<file path="src/rtl/mips_muldiv_pkg.sv">
// mips_muldiv_pkg: op codes, FSM states and op-decoding helpers for the HI/LO multiply/divide unit
package mips_muldiv_pkg;

    localparam logic [2:0] MD_MULT  = 3'd0;
    localparam logic [2:0] MD_MULTU = 3'd1;
    localparam logic [2:0] MD_DIV   = 3'd2;
    localparam logic [2:0] MD_DIVU  = 3'd3;
    localparam logic [2:0] MD_MTHI  = 3'd4;
    localparam logic [2:0] MD_MTLO  = 3'd5;

    typedef enum logic [1:0] {MD_S_IDLE, MD_S_MUL, MD_S_DIV, MD_S_FIX} md_state_t;

    function automatic logic md_is_signed(input logic [2:0] op);
        return op == MD_MULT || op == MD_DIV;
    endfunction

    function automatic logic md_is_mul(input logic [2:0] op);
        return op == MD_MULT || op == MD_MULTU;
    endfunction

    function automatic logic md_is_div(input logic [2:0] op);
        return op == MD_DIV || op == MD_DIVU;
    endfunction

endpackage

</file>
<file path="src/rtl/mips_div_step.sv">
// mips_div_step: one combinational restoring-division step on a {rem,quo} pair
//   rem_in, quo_in  : partial remainder and dividend/quotient shift register
//   divisor         : unsigned divisor
//   rem_out, quo_out: pair after shifting in one dividend bit and retiring one quotient bit
module mips_div_step #(
    parameter int WIDTH = 32
) (
    input  logic [WIDTH-1:0] rem_in,
    input  logic [WIDTH-1:0] quo_in,
    input  logic [WIDTH-1:0] divisor,
    output logic [WIDTH-1:0] rem_out,
    output logic [WIDTH-1:0] quo_out
);
    logic [WIDTH:0] trial;
    logic [WIDTH:0] diff;
    logic           fits;

    assign trial   = {rem_in, quo_in[WIDTH-1]};
    assign diff    = trial - {1'b0, divisor};
    // trial < 2*divisor, so a clear top bit of the difference means trial >= divisor
    assign fits    = !diff[WIDTH];
    assign rem_out = fits ? diff[WIDTH-1:0] : trial[WIDTH-1:0];
    assign quo_out = {quo_in[WIDTH-2:0], fits};

endmodule

</file>
<file path="src/rtl/mips_muldiv_unit.sv">
// mips_muldiv_unit: iterative HI/LO multiply/divide unit (MULT/MULTU/DIV/DIVU/MTHI/MTLO)
//   clk, rst_n          : clock, asynchronous active-low reset
//   start, op, a, b     : op request (sampled when not busy), op code, rs and rt operands
//   abort               : cancel the in-flight op
//   busy, done          : op in progress, one-cycle completion pulse
//   div_by_zero         : valid with done for DIV/DIVU with b == 0
//   hi, lo              : architectural HI/LO registers
module mips_muldiv_unit
    import mips_muldiv_pkg::*;
#(
    parameter int WIDTH    = 32,
    parameter int MUL_STEP = 1
) (
    input  logic             clk,
    input  logic             rst_n,
    input  logic             start,
    input  logic [2:0]       op,
    input  logic [WIDTH-1:0] a,
    input  logic [WIDTH-1:0] b,
    input  logic             abort,
    output logic             busy,
    output logic             done,
    output logic             div_by_zero,
    output logic [WIDTH-1:0] hi,
    output logic [WIDTH-1:0] lo
);
    localparam int CW = $clog2(WIDTH) + 1;
    localparam logic [CW-1:0] MUL_LAST = CW'(WIDTH / MUL_STEP - 1);
    localparam logic [CW-1:0] DIV_LAST = CW'(WIDTH - 1);

    md_state_t                 state;
    logic [2*WIDTH-1:0]        acc;
    logic [2*WIDTH-1:0]        mul_next;
    logic [2*WIDTH-1:0]        nxt_acc;
    logic [2*WIDTH-1:0]        prod;
    logic [WIDTH+MUL_STEP-1:0] upper;
    logic [WIDTH-1:0]          opd;
    logic [WIDTH-1:0]          a_mag;
    logic [WIDTH-1:0]          b_mag;
    logic [WIDTH-1:0]          rem_o;
    logic [WIDTH-1:0]          quo_o;
    logic [WIDTH-1:0]          q_raw;
    logic [WIDTH-1:0]          r_raw;
    logic [CW-1:0]             cnt;
    logic                      sgn;
    logic                      neg_q;
    logic                      neg_r;
    logic                      last;
    logic                      idle;

    assign sgn   = md_is_signed(op);
    assign a_mag = (sgn && a[WIDTH-1]) ? -a : a;
    assign b_mag = (sgn && b[WIDTH-1]) ? -b : b;
    assign idle  = state == MD_S_IDLE || state == MD_S_FIX;

    // acc = {partial product, remaining multiplier bits}; retire MUL_STEP multiplier bits per cycle
    assign upper    = {{MUL_STEP{1'b0}}, acc[2*WIDTH-1:WIDTH]}
                    + {{MUL_STEP{1'b0}}, opd} * {{WIDTH{1'b0}}, acc[MUL_STEP-1:0]};
    assign mul_next = {upper, acc[WIDTH-1:MUL_STEP]};

    mips_div_step #(.WIDTH(WIDTH)) u_div_step (
        .rem_in  (acc[2*WIDTH-1:WIDTH]),
        .quo_in  (acc[WIDTH-1:0]),
        .divisor (opd),
        .rem_out (rem_o),
        .quo_out (quo_o)
    );

    assign nxt_acc = state == MD_S_MUL ? mul_next : {rem_o, quo_o};
    assign prod    = neg_q ? -nxt_acc : nxt_acc;
    assign q_raw   = nxt_acc[WIDTH-1:0];
    assign r_raw   = nxt_acc[2*WIDTH-1:WIDTH];
    assign last    = cnt == (state == MD_S_MUL ? MUL_LAST : DIV_LAST);

    // Sign correction is folded into the last iteration edge so hi/lo are already
    // valid in the FIX cycle, where done is high and a new op may be accepted.
    always_ff @(posedge clk or negedge rst_n) begin
        if (!rst_n) begin
            state       <= MD_S_IDLE;
            acc         <= '0;
            opd         <= '0;
            cnt         <= '0;
            neg_q       <= 1'b0;
            neg_r       <= 1'b0;
            busy        <= 1'b0;
            done        <= 1'b0;
            div_by_zero <= 1'b0;
            hi          <= '0;
            lo          <= '0;
        end else begin
            done        <= 1'b0;
            div_by_zero <= 1'b0;
            if (abort) begin
                state <= MD_S_IDLE;
                busy  <= 1'b0;
            end else if (idle) begin
                state <= MD_S_IDLE;
                cnt   <= '0;
                if (start && md_is_mul(op)) begin
                    state <= MD_S_MUL;
                    busy  <= 1'b1;
                    opd   <= a_mag;
                    acc   <= {{WIDTH{1'b0}}, b_mag};
                    neg_q <= sgn && (a[WIDTH-1] ^ b[WIDTH-1]);
                    neg_r <= 1'b0;
                end else if (start && md_is_div(op) && b == '0) begin
                    done        <= 1'b1;
                    div_by_zero <= 1'b1;
                end else if (start && md_is_div(op)) begin
                    state <= MD_S_DIV;
                    busy  <= 1'b1;
                    opd   <= b_mag;
                    acc   <= {{WIDTH{1'b0}}, a_mag};
                    neg_q <= sgn && (a[WIDTH-1] ^ b[WIDTH-1]);
                    neg_r <= sgn && a[WIDTH-1];
                end else if (start && op == MD_MTHI) begin
                    hi   <= a;
                    done <= 1'b1;
                end else if (start && op == MD_MTLO) begin
                    lo   <= a;
                    done <= 1'b1;
                end
            end else begin
                acc <= nxt_acc;
                cnt <= cnt + 1'b1;
                if (last) begin
                    state <= MD_S_FIX;
                    busy  <= 1'b0;
                    done  <= 1'b1;
                    hi    <= state == MD_S_MUL ? prod[2*WIDTH-1:WIDTH] : (neg_r ? -r_raw : r_raw);
                    lo    <= state == MD_S_MUL ? prod[WIDTH-1:0] : (neg_q ? -q_raw : q_raw);
                end
            end
        end
    end

endmodule

</file>
<file path="config.mk">
export PLATFORM = sky130hd
export DESIGN_NAME = mips_muldiv_unit
export DESIGN_NICKNAME = d
export VERILOG_FILES = /design/src/rtl/mips_muldiv_pkg.sv /design/src/rtl/mips_div_step.sv /design/src/rtl/mips_muldiv_unit.sv
export SDC_FILE = /design/constraint.sdc
export NUM_CORES = 1
export LEC_CHECK = 0
export ABC_AREA = 1
export CORE_UTILIZATION = 25
export DETAILED_ROUTE_END_ITERATION = 6
export RECOVER_POWER = 25
export SLEW_MARGIN = 5
export SYNTH_ARGS = -nofsm -noshare
export SYNTH_HDL_FRONTEND = slang
export SYNTH_HIERARCHICAL = 1
export SYNTH_SLANG_ARGS = --single-unit
</file>
<file path="constraint.sdc">
create_clock -name clk -period 3.5 [get_ports clk]
set_input_delay 0.35 -clock clk [delete_from_list [all_inputs] [get_ports clk]]
set_output_delay 0.35 -clock clk [all_outputs]
set_load 0.02 [all_outputs]
</file>
Word level (Yosys, flattened, before mapping)

Index checks and enable logic that the tools add are counted.

Add/subtract/negate cells: 8
Multipliers: 1
Equal/unequal tests: 19
Muxes and demuxes: 60
Bitwise logic cells: 2
Reduce and logical (&&, ||, !) cells: 24

Operators with widths:

| kind                | number |
|---|---|
| $mux 32             | 23 |
| $mux 64             | 6 |
| $neg 32->32         | 4 |
| $neg 64->64         | 1 |
| $add 32x33->33      | 1 |
| $mul 32x1->33       | 1 |
| $sub 33x32->33      | 1 |
| $logic_not 32->1    | 1 |
| $mux 1              | 24 |
| $mux 2              | 6 |
| $ne 2x2->1 const B  | 5 |
| $logic_and 1x1->1   | 8 |
| $reduce_and 7->1    | 1 |
| $add 6x1->6 const B | 1 |
| $eq 3x2->1 const B  | 2 |
| $eq 3x3->1 const B  | 2 |
| $eq 6x5->1 const B  | 1 |
| $mux 6              | 1 |
| $reduce_and 3->1    | 2 |
| $reduce_and 6->1    | 1 |
| $logic_or 1x1->1    | 4 |
| $ne 2x1->1 const B  | 2 |
| $ne 4x2->1 const B  | 1 |
| $ne 4x4->1 const B  | 1 |
| 13 further kinds    | 14 |

Register bits after elaboration: 173
Input bits: 71
Output and inout bits: 67
Logic and storage cells: 125

Longest topological paths before layout

Gate-level depths: netlist (run 1).

Depth in word-level cells: 9
Mapped depth: 33
Depth with buffers taken out: 31

Modules after synthesis

Netlist (run 1), hierarchy kept.

By module, submodules not included:

| module           | instances | cells each | area an instance (um^2) | seq. area each (um^2) |
|---|---|---|---|---|
| mips_muldiv_unit | 1         | 2461       | 15203.3                 | 4329.2 |
| mips_div_step    | 1         | 712        | 3390.8                  | 0.0 |

Least setup slack after synthesis (run 1)

No wires, ideal clock.

Kind: reg-to-reg
From: reg acc[31]
To: reg lo[26]
Setup time: 118 ps
Data arrival time: 3618 ps
Data required time: 3382 ps
Slack: -236 ps
Stages on the path, launching flop included: 33
Path buffers: 2
Period minus slack after synthesis: 3736 ps
Cell sequence: dfrtp_1 -> inv_1 -> ha_1 -> fa_1 -> inv_1 -> nand2_1 -> nand2_1 -> nand3_1 -> nand2_2 -> nand2_1 -> nand2_2 -> nand2_2 -> nand3_1 -> nand2_4 -> buf_6 -> buf_4 -> o21ai_1 -> ha_1 -> nand3_1 -> nor2_2 -> nand3_2 -> nor2_2 -> nand2_1 -> inv_1 -> nand3_1 -> nor2_1 -> inv_1 -> nor2_1 -> nand3_1 -> nand2_1 -> nand3_1 -> nand3_1 -> nand2_1

Longest elaborated chain between the ends: 8
Elaborated cells on any way between the ends: 10
Classes of those cells: add/sub (3); mux (6); reduce/logical (1)

Ends and longest elaborated chain:

| element                                    | RTL line                                        | text |
|---|---|---|
| start: declaration                         | mips_muldiv_unit.sv:32                          | `logic [2*WIDTH-1:0] acc;` |
| start signal: assignment                   | mips_muldiv_unit.sv:103                         | `acc <= {{WIDTH{1'b0}}, b_mag};` |
| start signal: assignment                   | mips_muldiv_unit.sv:113                         | `acc <= {{WIDTH{1'b0}}, a_mag};` |
| start signal: assignment                   | mips_muldiv_unit.sv:124                         | `acc <= nxt_acc;` |
| $sub 33x32->33 *                           | mips_div_step.sv:19                             | `assign diff = trial - {1'b0, divisor};` |
| $logic_not 1->1 *                          | mips_div_step.sv:21                             | `assign fits = !diff[WIDTH];` |
| net u_div_step.fits                        | mips_div_step.sv:16                             | `logic fits;` |
| $mux 64 *                                  | mips_muldiv_unit.sv:69                          | `assign nxt_acc = state == MD_S_MUL ? mul_next : {rem_o, quo_o};` |
| $neg 64->64 or $neg 32->32 (tied branches) | mips_muldiv_unit.sv:70, mips_muldiv_unit.sv:131 |  |
| $mux 64 or $mux 32 (tied branches)         | mips_muldiv_unit.sv:70, mips_muldiv_unit.sv:131 |  |
| $mux 32 *                                  | mips_muldiv_unit.sv:131                         | `lo <= state == MD_S_MUL ? prod[WIDTH-1:0] : (neg_q ? -q_raw : q_raw);` |
| $mux 32 *                                  | mips_muldiv_unit.sv:126                         | `if (last) begin` |
| $mux 32 *                                  | mips_muldiv_unit.sv:96                          | `end else if (idle) begin` |
| end signal: assignment                     | mips_muldiv_unit.sv:131                         |  |
| end: declaration                           | mips_muldiv_unit.sv:25                          | `output logic [WIDTH-1:0] lo` |

Mark *: on every way through the listed nets, which the timed path passes. The rest lies on a longest branch. The select of a mux whose other input is x is not followed.
A chain may end at the register's enable or synchronous reset.

Worst setup path after layout (run 1)

From: reg opd[3]
To: reg hi[26]

Longest elaborated chain between the ends: 8
Elaborated cells on any way between the ends: 13
Classes of those cells: add/sub (4); mul (1); mux (7); reduce/logical (1)

Ends and longest elaborated chain:

| element                  | RTL line                | text |
|---|---|---|
| start: declaration       | mips_muldiv_unit.sv:37  | `logic [WIDTH-1:0] opd;` |
| start signal: assignment | mips_muldiv_unit.sv:102 | `opd <= a_mag;` |
| start signal: assignment | mips_muldiv_unit.sv:112 | `opd <= b_mag;` |
| $sub 33x32->33           | mips_div_step.sv:19     |  |
| $logic_not 1->1          | mips_div_step.sv:21     |  |
| net quo_o[0]             | mips_muldiv_unit.sv:41  | `logic [WIDTH-1:0] quo_o;` |
| $mux 64                  | mips_muldiv_unit.sv:69  |  |
| $neg 64->64              | mips_muldiv_unit.sv:70  | `assign prod = neg_q ? -nxt_acc : nxt_acc;` |
| $mux 64                  | mips_muldiv_unit.sv:70  |  |
| $mux 32                  | mips_muldiv_unit.sv:130 | `hi <= state == MD_S_MUL ? prod[2*WIDTH-1:WIDTH] : (neg_r ? -r_raw : r_raw);` |
| $mux 32                  | mips_muldiv_unit.sv:126 |  |
| $mux 32                  | mips_muldiv_unit.sv:96  |  |
| end signal: assignment   | mips_muldiv_unit.sv:130 |  |
| end: declaration         | mips_muldiv_unit.sv:24  | `output logic [WIDTH-1:0] hi,` |

The timed path passes the listed nets, and every way through them passes these cells. The select of a mux whose other input is x is not followed.

==> results of run 1 <==
## area by class of cell
type / count / area, um^2 / share of cell area, %
Clock buffer: 17 / 425 / 1.67
Clock inverter: 14 / 191 / 0.750
Inverter: 490 / 1840 / 7.21
Multi-Input combinational cell: 2381 / 12600 / 49.3
Sequential cell: 173 / 4330 / 17.0
Tap cell: 959 / 1200 / 4.70
Timing Repair Buffer: 593 / 4960 / 19.4
## timing repair
item / in CTS / in global routing
pin swaps: 22 / 56
hold buffers: 1 / 0
cloned: 0 / 1
endpoints found under the hold margin: 68 / 0
resized for setup: 58 / 166
buffers inserted: 9 / 13
setup endpoints to repair: 38 / 45
## through the flow
stage	instances	power [mW]	utilization [%]
3_3_place_gp	4572	18.1	32.5
6_report	4627	21.8	34.8
3_5_place_dp	4572	18.1	32.5
5_1_grt	4627	23.3	34.8
4_1_cts	4613	20.6	33.8
2_1_floorplan	3173	10.5	-
## critical path, cell delays in order, from the launching register on
cell                       delay, ns
sky130_fd_sc_hd__dfrtp_1        0.36
sky130_fd_sc_hd__inv_1          0.07
sky130_fd_sc_hd__ha_1           0.31
sky130_fd_sc_hd__or2_1          0.25
sky130_fd_sc_hd__nand3_2        0.09
sky130_fd_sc_hd__nand2_2        0.07
sky130_fd_sc_hd__nand2_2        0.06
sky130_fd_sc_hd__nand2_2        0.07
sky130_fd_sc_hd__nand2_4        0.09
sky130_fd_sc_hd__nand2_2        0.06
sky130_fd_sc_hd__nand2_2        0.11
sky130_fd_sc_hd__nand2_8        0.10
sky130_fd_sc_hd__o21ai_4        0.21
sky130_fd_sc_hd__ha_4           0.18
sky130_fd_sc_hd__nand3_4        0.09
sky130_fd_sc_hd__nor2_4         0.15
sky130_fd_sc_hd__nand3_2        0.12
sky130_fd_sc_hd__buf_6          0.15
sky130_fd_sc_hd__nor2_4         0.13
sky130_fd_sc_hd__nand2_2        0.10
sky130_fd_sc_hd__nor2_4         0.10
sky130_fd_sc_hd__nand4_1        0.16
sky130_fd_sc_hd__a21oi_4        0.22
sky130_fd_sc_hd__nand2_1        0.10
sky130_fd_sc_hd__nand3b_1       0.10
sky130_fd_sc_hd__nand3_1        0.09
sky130_fd_sc_hd__a21oi_2        0.14
## path summary, 6_finish.rpt
kind | startpoint | end | slack, ns
worst max-delay path | opd[3] | hi[26] | -0.26
worst min-delay path | lo[30] | lo[30] | 0.49
worst max register to register | opd[3] | hi[26] | -0.26
worst min register to register | lo[30] | lo[30] | 0.49
max in group asynchronous | rst_n | hi[16] | 0.41
min in group asynchronous | rst_n | lo[10] | 0.94
## per-layer routing
layer	up-vias	track usage [%]
li1	10966	-
met1	10462	28.5
met2	927	37.7
met3	210	4.31
met4	6	10.9
met5	-	0
## power groups by stage
stage                     logic [mW]  clock network [mW]  registers (mW)
final                           16.7                2.09            3.08
after global routing            18.0                2.18            3.15
after CTS                       15.5                2.11            3.06
after detailed placement        15.0                   0            3.08
after global placement          15.0                   0            3.08
after floorplan                 7.17                   0            3.36
## cells in the final DEF (no fill, tap or decap), drive strengths merged, types with 2 or more instances in the layout
| master | n |
|---|---|
| a211oi | 2 |
| a21oi | 146 |
| a221oi | 2 |
| a22o | 3 |
| a31oi | 45 |
| a41oi | 8 |
| and2 | 8 |
| and3 | 2 |
| buf | 452 |
| bufinv | 3 |
| clkbuf | 21 |
| clkdlybuf4s50 | 136 |
| clkinv | 10 |
| clkinvlp | 2 |
| dfrtp | 173 |
| fa | 2 |
| ha | 70 |
| inv | 489 |
| nand2 | 1093 |
| nand3 | 201 |
| nand3b | 16 |
| nand4 | 32 |
| nor2 | 334 |
| nor3 | 38 |
| nor4 | 7 |
| o211ai | 14 |
| o21a | 3 |
| o21ai | 208 |
| o21bai | 8 |
| o221ai | 2 |
| o22ai | 2 |
| o31ai | 7 |
| or2 | 42 |
| xnor2 | 24 |
| xor2 | 54 |
## state kept, by name, summed over array words and instances (netlist names)
register,cells
opd,32
neg_q,1
cnt,6
state,2
div_by_zero,1
acc,64
busy,1
done,1
neg_r,1
lo,32
hi,32
## cells by family after synthesis
logic type,share of synthesized area (%)
buf+inv,14.0
simple gates,40.0
fa+ha+maj,4.93
flops,23.3
xor+xnor,3.67
compound gates,14.2
==> summary.md, run 1 <==
| Metric | Value |
|---|---|
| Boundary Pins | approximately 140 |
| Total number of clock tree sinks | ~170 |
| Failing checks | capacitance limit, slew limit, setup timing |
| Global router's overall resource usage | a little under a quarter |
| Final sum of negative setup slack | -4.06 ns |
| Per-cell routed wire length | roughly 19 um |
| Synth warn | 6 |
| CTS max path bufs | 2 |
| P_int | between 10 and 15 mW |
| Root cell of the clock tree | sky130_fd_sc_hd__clkbuf_16 |
| Number of library cell types mapped by synthesis | between 60 and 70 |
| Weighted congestion at the end of routability-driven global placement | 0.998 |
| Worst min-delay path category | register to register |
| Site Rows | between 90 and 100 |
| CTS buffer count | 17 |
| Fill cell instance count of the final layout | roughly 8,100 |
| Period minus WS final | 3.76 ns |
| Syn avg cell area | a little under 6 um^2 |
| Power density cells | around 860 nW/um^2 |
| DRC violations left | 0 |
| Slew headroom | -37.3% |
| Detailed Route Iter0 Violations | around 1,900 |
| Detailed Place HPWL | slightly above 70,000 um |
| Run status | finished with violations |
| Data required time of the worst path | around 3.9 ns |
| Post-Place Cell Area | between 20,000 and 25,000 um^2 |
| Number of antenna violations at the first check in global routing | 5 |
| Area growth syn-to-layout | 37.3% |
| Clock Skews | 0.0162 ns |
| Share of the synthesized area in the top cell type | about a quarter |
| Hold Vio Cnt, Final | 0 |
| Clock latency on the worst-skew pair | 0.50 ns |
| Final nets | approximately 3,800 |
| RSZ-0062 raised after global routing | yes |
| Number of H-tree branching levels | 4 |
| Count of input and output buffers | between 100 and 150 |
| DR WL met3 | between 6000 and 7000 um |
| Die Y-Extent | 275 um |
| Worst Setup Start Kind | register |
| Cell count after synthesis | about 3,200 |
| Max_cap viols | 1 |
| Relative contribution of sequential cells to total power | 14.1% |
| Least setup slack across all paths after layout | -0.262 ns |
| Sequential cell area fraction in the yosys report | 23.3% |
| TritonCTS clock tree | built |
| Vias in the first global route | 21,430 |
| Maximum net fanout on the critical path | 7 |
| Final cycle utilization of the critical path | 107% |
| Fraction of synthesis flops using an asynchronous set or reset pin | between 90% and 100% |
| Slew of the pin with the lowest slew margin | 2.06 ns |
| Flops & latches, synth | between 150 and 200 |
| Antenna Diode Count | 0 |
| Initial Util | roughly 25% |
| DR top layer | met5 |
| Via total after detailed routing | between 20,000 and 25,000 |
| Routed met2 length | slightly above 40,000 um |
| Comb pwr share | approximately 76% |
| Final hold slack | about 0.49 ns |
| Count leader, synth | sky130_fd_sc_hd__nand2_1 |
| Switching power as a share of total power | roughly 50% |
| First-pass GRT wire length | roughly 130,000 um |
| Critical path arrival | around 4.2 ns |
| Largest net degree at the start of global routing | 73 |
| Antenna viol nets, final | 0 |
| Post-Synthesis Cell Area | between 15,000 and 20,000 um^2 |
| Placeable Area | about 73,000 um^2 |
| CTS clock-pin slew for the worst setup and hold paths | 0.07 ns |
| Element type at the critical path end | register |
| Worst Hold Depth | 2 |
| Remaining global-route overflow | 0 |
| Cell type contributing the most total cell area after synthesis | sky130_fd_sc_hd__dfrtp_1 |
| Number of iterations in the first detailed-routing pass | 6 |
| Standby leakage power | approximately 13 nW |
| Start-to-end type of the worst setup path | register to register |
| Post-synth EDFFs | 0 |
| Clock Power Share | under 10% |
| Post-Synthesis Net Count | about 3,300 |
| Number of max-slew violations in the final report | 73 |
| Peak Freq | 266 MHz |
| Total setup violations reported at the end of the flow | 29 |
| WL final | around 88,000 um |
| Design Area, Final | ~26,000 um^2 |
| Fraction of layout cells with a size suffix above 1 | roughly a fifth |
| Post-route met1 wirelength | 36,200 um |
| IR drop worst, VDD | about 0.55 mV |
| Net switching power figure | between 10 and 15 mW |
| Cell types with the largest area share after synthesis | sky130_fd_sc_hd__dfrtp_1, sky130_fd_sc_hd__nand2_1, sky130_fd_sc_hd__inv_1 |
| Minimum setup slack after placement | -0.392 ns |
| Drt via density | 4.88 |
| Flip-flop cell with the highest count after synthesis | sky130_fd_sc_hd__dfrtp_1 |
| Most frequent cells after synthesis | sky130_fd_sc_hd__nand2_1, sky130_fd_sc_hd__inv_1, sky130_fd_sc_hd__nor2_1 |
| Die width | 275 um |
| Full die area | 75,500 um^2 |
| Path depth of the worst reg2reg path | 26 |
No activity file was read; power rests on OpenSTA's default activity.
==> run 2, diff against run 1 <==
--- a/config.mk
+++ b/config.mk
@@ -6,6 +6,7 @@
 export NUM_CORES = 1
 export LEC_CHECK = 0
 export ABC_AREA = 1
+export CORE_MARGIN = 5
 export CORE_UTILIZATION = 25
 export DETAILED_ROUTE_END_ITERATION = 6
 export RECOVER_POWER = 25
==> constraint.sdc (replaced) <==
create_clock -name clk -period 3.5 [get_ports clk]
set_input_delay 0.35 -clock clk [delete_from_list [all_inputs] [get_ports clk]]
set_output_delay 0.35 -clock clk [all_outputs]
set_load 0.1 [all_outputs]
==> run 2 against run 1 <==
Against the previous run:
- the run still ends with capacitance limit, slew limit, setup timing left
- sequential power is 1% higher
- non-clock buffer count is 1 lower
- combinational power is 15% higher
- clock power is 2% lower
- sequential share of layout area is 0.14 points lower
- global-route usage is 1.6 points lower
- flip-flop and latch count stayed put
- power is 11% higher
- design area is 0.84% higher
==> summary.md, run 2 (synthesis gave the netlist of run 1 again) <==
| Metric | Value |
|---|---|
| Most frequent cells in the layout | sky130_fd_sc_hd__nand2_1, sky130_fd_sc_hd__inv_1, sky130_fd_sc_hd__buf_4 |
| Start-to-end type of the worst setup path | register to register |
| Worst Setup Start Kind | register |
| Failing checks | capacitance limit, slew limit, setup timing |
| RSZ-0062 raised after global routing | yes |
| DRC violations left | 0 (unchanged) |
| Fraction of layout cells with a size suffix above 1 | 21.9% (+0.79 points) |
| Number of placed instances with taps included | 4,548 (-0.52%) |
| Critical path arrival | 4.11 ns (-0.08 ns) |
| Data required time of the worst path | 3.87 ns (-0.06 ns) |
| Peak Freq | 267 MHz (+0.51%) |
| IR drop worst, VDD | 0.533 mV (-2.3%) |
| Per-cell routed wire length | 18.8 um (-0.63%) |
| Number of iterations in the first detailed-routing pass | 7 (+1) |
| Path depth of the worst reg2reg path | 30 (+15%) |
| Site Rows | 100 (+1.0%) |
| Period minus WS final | 3.74 ns (-0.0192 ns) |
| Global-route met3 utilization | 4.42% (+0.11 points) |
| Clock latency on the worst-skew pair | 0.50 ns (about the same) |
| Total number of clock tree sinks | 173 (unchanged) |
| Final std cells w/o fill | 4,639 (+0.26%) |
| Destination of the worst register-to-register timing path | hi[26] |
| Total setup violations reported at the end of the flow | 32 (+10%) |
| Area growth syn-to-layout | 38.4% |
| Post-Place Cell Area | 23,600 um^2 (-0.86%) |
| Run status | finished with violations |
| First-pass GRT wire length | 129,000 um (+0.16%) |
| Startpoint of the tightest hold check path | lo[2] |
| Count of input and output buffers | 137 (unchanged) |
| Number of max-slew violations in the final report | 70 (-4.1%) |
| Standby leakage power | 13.1 nW (+0.53%) |
| Largest net degree at the start of global routing | 70 (-4.1%) |
| Slew headroom | -22.1% (+15 points) |
| Max stage delay on crit path | 0.39 ns (+0.03 ns) |
| Final sum of negative setup slack | -4.86 ns (-0.800 ns) |
| Full die area | 79,900 um^2 (+5.9%) |
| Number of antenna violations at the first check in global routing | 1 (-4) |
| Power density cells | 945 nW/um^2 (+10%) |
| Worst Hold Depth | 2 (unchanged) |
| Final hold slack | 0.492 ns (-0.0000550 ns) |
| Final cycle utilization of the critical path | 107% (-0.55 points) |
| Number of H-tree branching levels | 4 (unchanged) |
| Weighted congestion at the end of routability-driven global placement | 1.04 (+3.9%) |
| Worst min-delay path category | register to register |
| Grt peak-use layer | met2 |
| Clock Skews | 0.0185 ns (+0.00237 ns) |
| Hold Vio Cnt, Final | 0 (unchanged) |
| Final nets | 3,798 (-0.026%) |
| CTS max path bufs | 2 (unchanged) |
| Least setup slack across all paths after layout | -0.243 ns (+0.0192 ns) |
| Die width | 283 um (+2.9%) |
| Endpoint, Worst Hold | lo[2] |
| Element type at the critical path end | register |
| CTS clock-pin slew for the worst setup and hold paths | 0.08 ns (about the same) |
| Met2 track demand over resource | 35.3% (-2.4 points) |
| TritonCTS clock tree | built |
| Via total after detailed routing | 22,405 (-0.74%) |
| Design Area, Final | 25,700 um^2 (+0.84%) |
| Vias in the first global route | 21,356 (-0.35%) |
| Initial Util | 25.1% (-0.25 points) |
| Max_cap viols | 1 (unchanged) |
| WL final | 87,200 um (-0.37%) |
| Remaining global-route overflow | 0 (unchanged) |
| Slew of the pin with the lowest slew margin | 1.83 ns (-0.228 ns) |
| Most common library cell in the layout ignoring fill and taps | sky130_fd_sc_hd__nand2_1 |
| Design Power | 24.3 mW (+11%) |
| Maximum net fanout on the critical path | 3 (-4) |
| Cell with the biggest individual delay on the critical path | sky130_fd_sc_hd__dfrtp_1 |
| Root cell of the clock tree | sky130_fd_sc_hd__clkbuf_16 |
| Detailed Route Iter0 Violations | 2,139 (+10%) |
| Global router's overall resource usage | 21.2% (-1.6 points) |
| Placeable Area | 74,100 um^2 (+1.0%) |
| M1 GR Usage | 26.5% (-2.1 points) |
| Die Y-Extent | 283 um (+2.9%) |
| Critical register-to-register path startpoint | opd[3] |
| Boundary Pins | 138 (unchanged) |
| Flip-flop count of the largest register after layout | 64 (unchanged) |
| Detailed Place HPWL | 71,600 um (-0.86%) |
| Antenna viol nets, final | 0 (unchanged) |
| Most numerous cell on the critical path | sky130_fd_sc_hd__nand2_1 |
| Reg2Reg Setup Slack | -0.24 ns (+0.02 ns) |
| CTS buffer count | 17 (unchanged) |
| Biggest register | acc |
| Drt via density | 4.83 (-0.99%) |
## run 2: changes by cell type in the layout (fill, tap and decap cells not counted), moves of 5 or more
cell,previous run,this run
sky130_fd_sc_hd__nand3_2,17,30
sky130_fd_sc_hd__buf_4,434,422
sky130_fd_sc_hd__nand2_2,64,72
sky130_fd_sc_hd__nand3_1,179,166
sky130_fd_sc_hd__buf_6,8,16
sky130_fd_sc_hd__clkinv_4,7,2
sky130_fd_sc_hd__nand2_4,12,21
sky130_fd_sc_hd__nor2_4,15,21
sky130_fd_sc_hd__ha_1,49,56
sky130_fd_sc_hd__nand2_1,1016,999
## run 2: worst max-delay path by stage
stage / from / endpoint / slack, ns / cells after the start
final: opd[3] / hi[26] / -0.24 / 30
after global routing: acc[31] / hi[13] / -0.45 / 30
after CTS: acc[31] / hi[18] / -0.19 / 29
after detailed placement: acc[31] / hi[22] / -0.42 / 27
after global placement: acc[31] / hi[22] / -0.36 / 27
after floorplan: acc[31] / hi[16] / -0.1 / 32
## run 2: layout make-up
class / instances / area (um^2)
timing repair buffer: 592 / 5000
fill: 8113 / 48300
multi-input combinational: 2381 / 12700
clock inverter: 14 / 163
tap: 969 / 1210
sequential: 173 / 4330
antenna: 2 / 5.00
clock buffer: 18 / 439
inverter: 490 / 1840
## run 2: where the power goes
group	switching, mW	total (mW)	internal [mW]	leakage (nW)
sequential	0.512	3.12	2.61	2.11
combinational	11.7	19.2	7.43	10.7
clock	1.06	2.04	0.984	0.295
total	13.3	24.3	11.0	13.1
## run 2: critical path: cells and delay by family, from the launching register on
kind | cells | cell delay [ns]
AND/OR/NAND/NOR | 17 | 1.60
buffers and inverters | 10 | 1.14
flip-flops | 1 | 0.39
adder cells (fa/ha/maj) | 1 | 0.26
XOR/XNOR | 1 | 0.17
AO/OA/AOI/OAI | 1 | 0.07
## run 2: per-layer routing
layer	vias up	wire, um
met3	192	6820
met5	-	0
met2	856	40400
met1	10393	35400
li1	10964	-
met4	0	4650
## run 2: stage by stage
stage               worst slack (ns)  utilization, %
finish                        -0.243            34.8
global route                  -0.453            34.7
CTS                           -0.190            33.8
detailed placement            -0.421            31.9
global placement              -0.356            31.9
floorplan                    -0.0961               -
## run 2: what timing repair did
action                                 CTS  global route
hold buffers                             1             0
buffers inserted                        33            28
endpoints found under the hold margin   65             0
setup endpoints to repair               37            47
gates resized for setup                136           148
pin swaps                               55            76
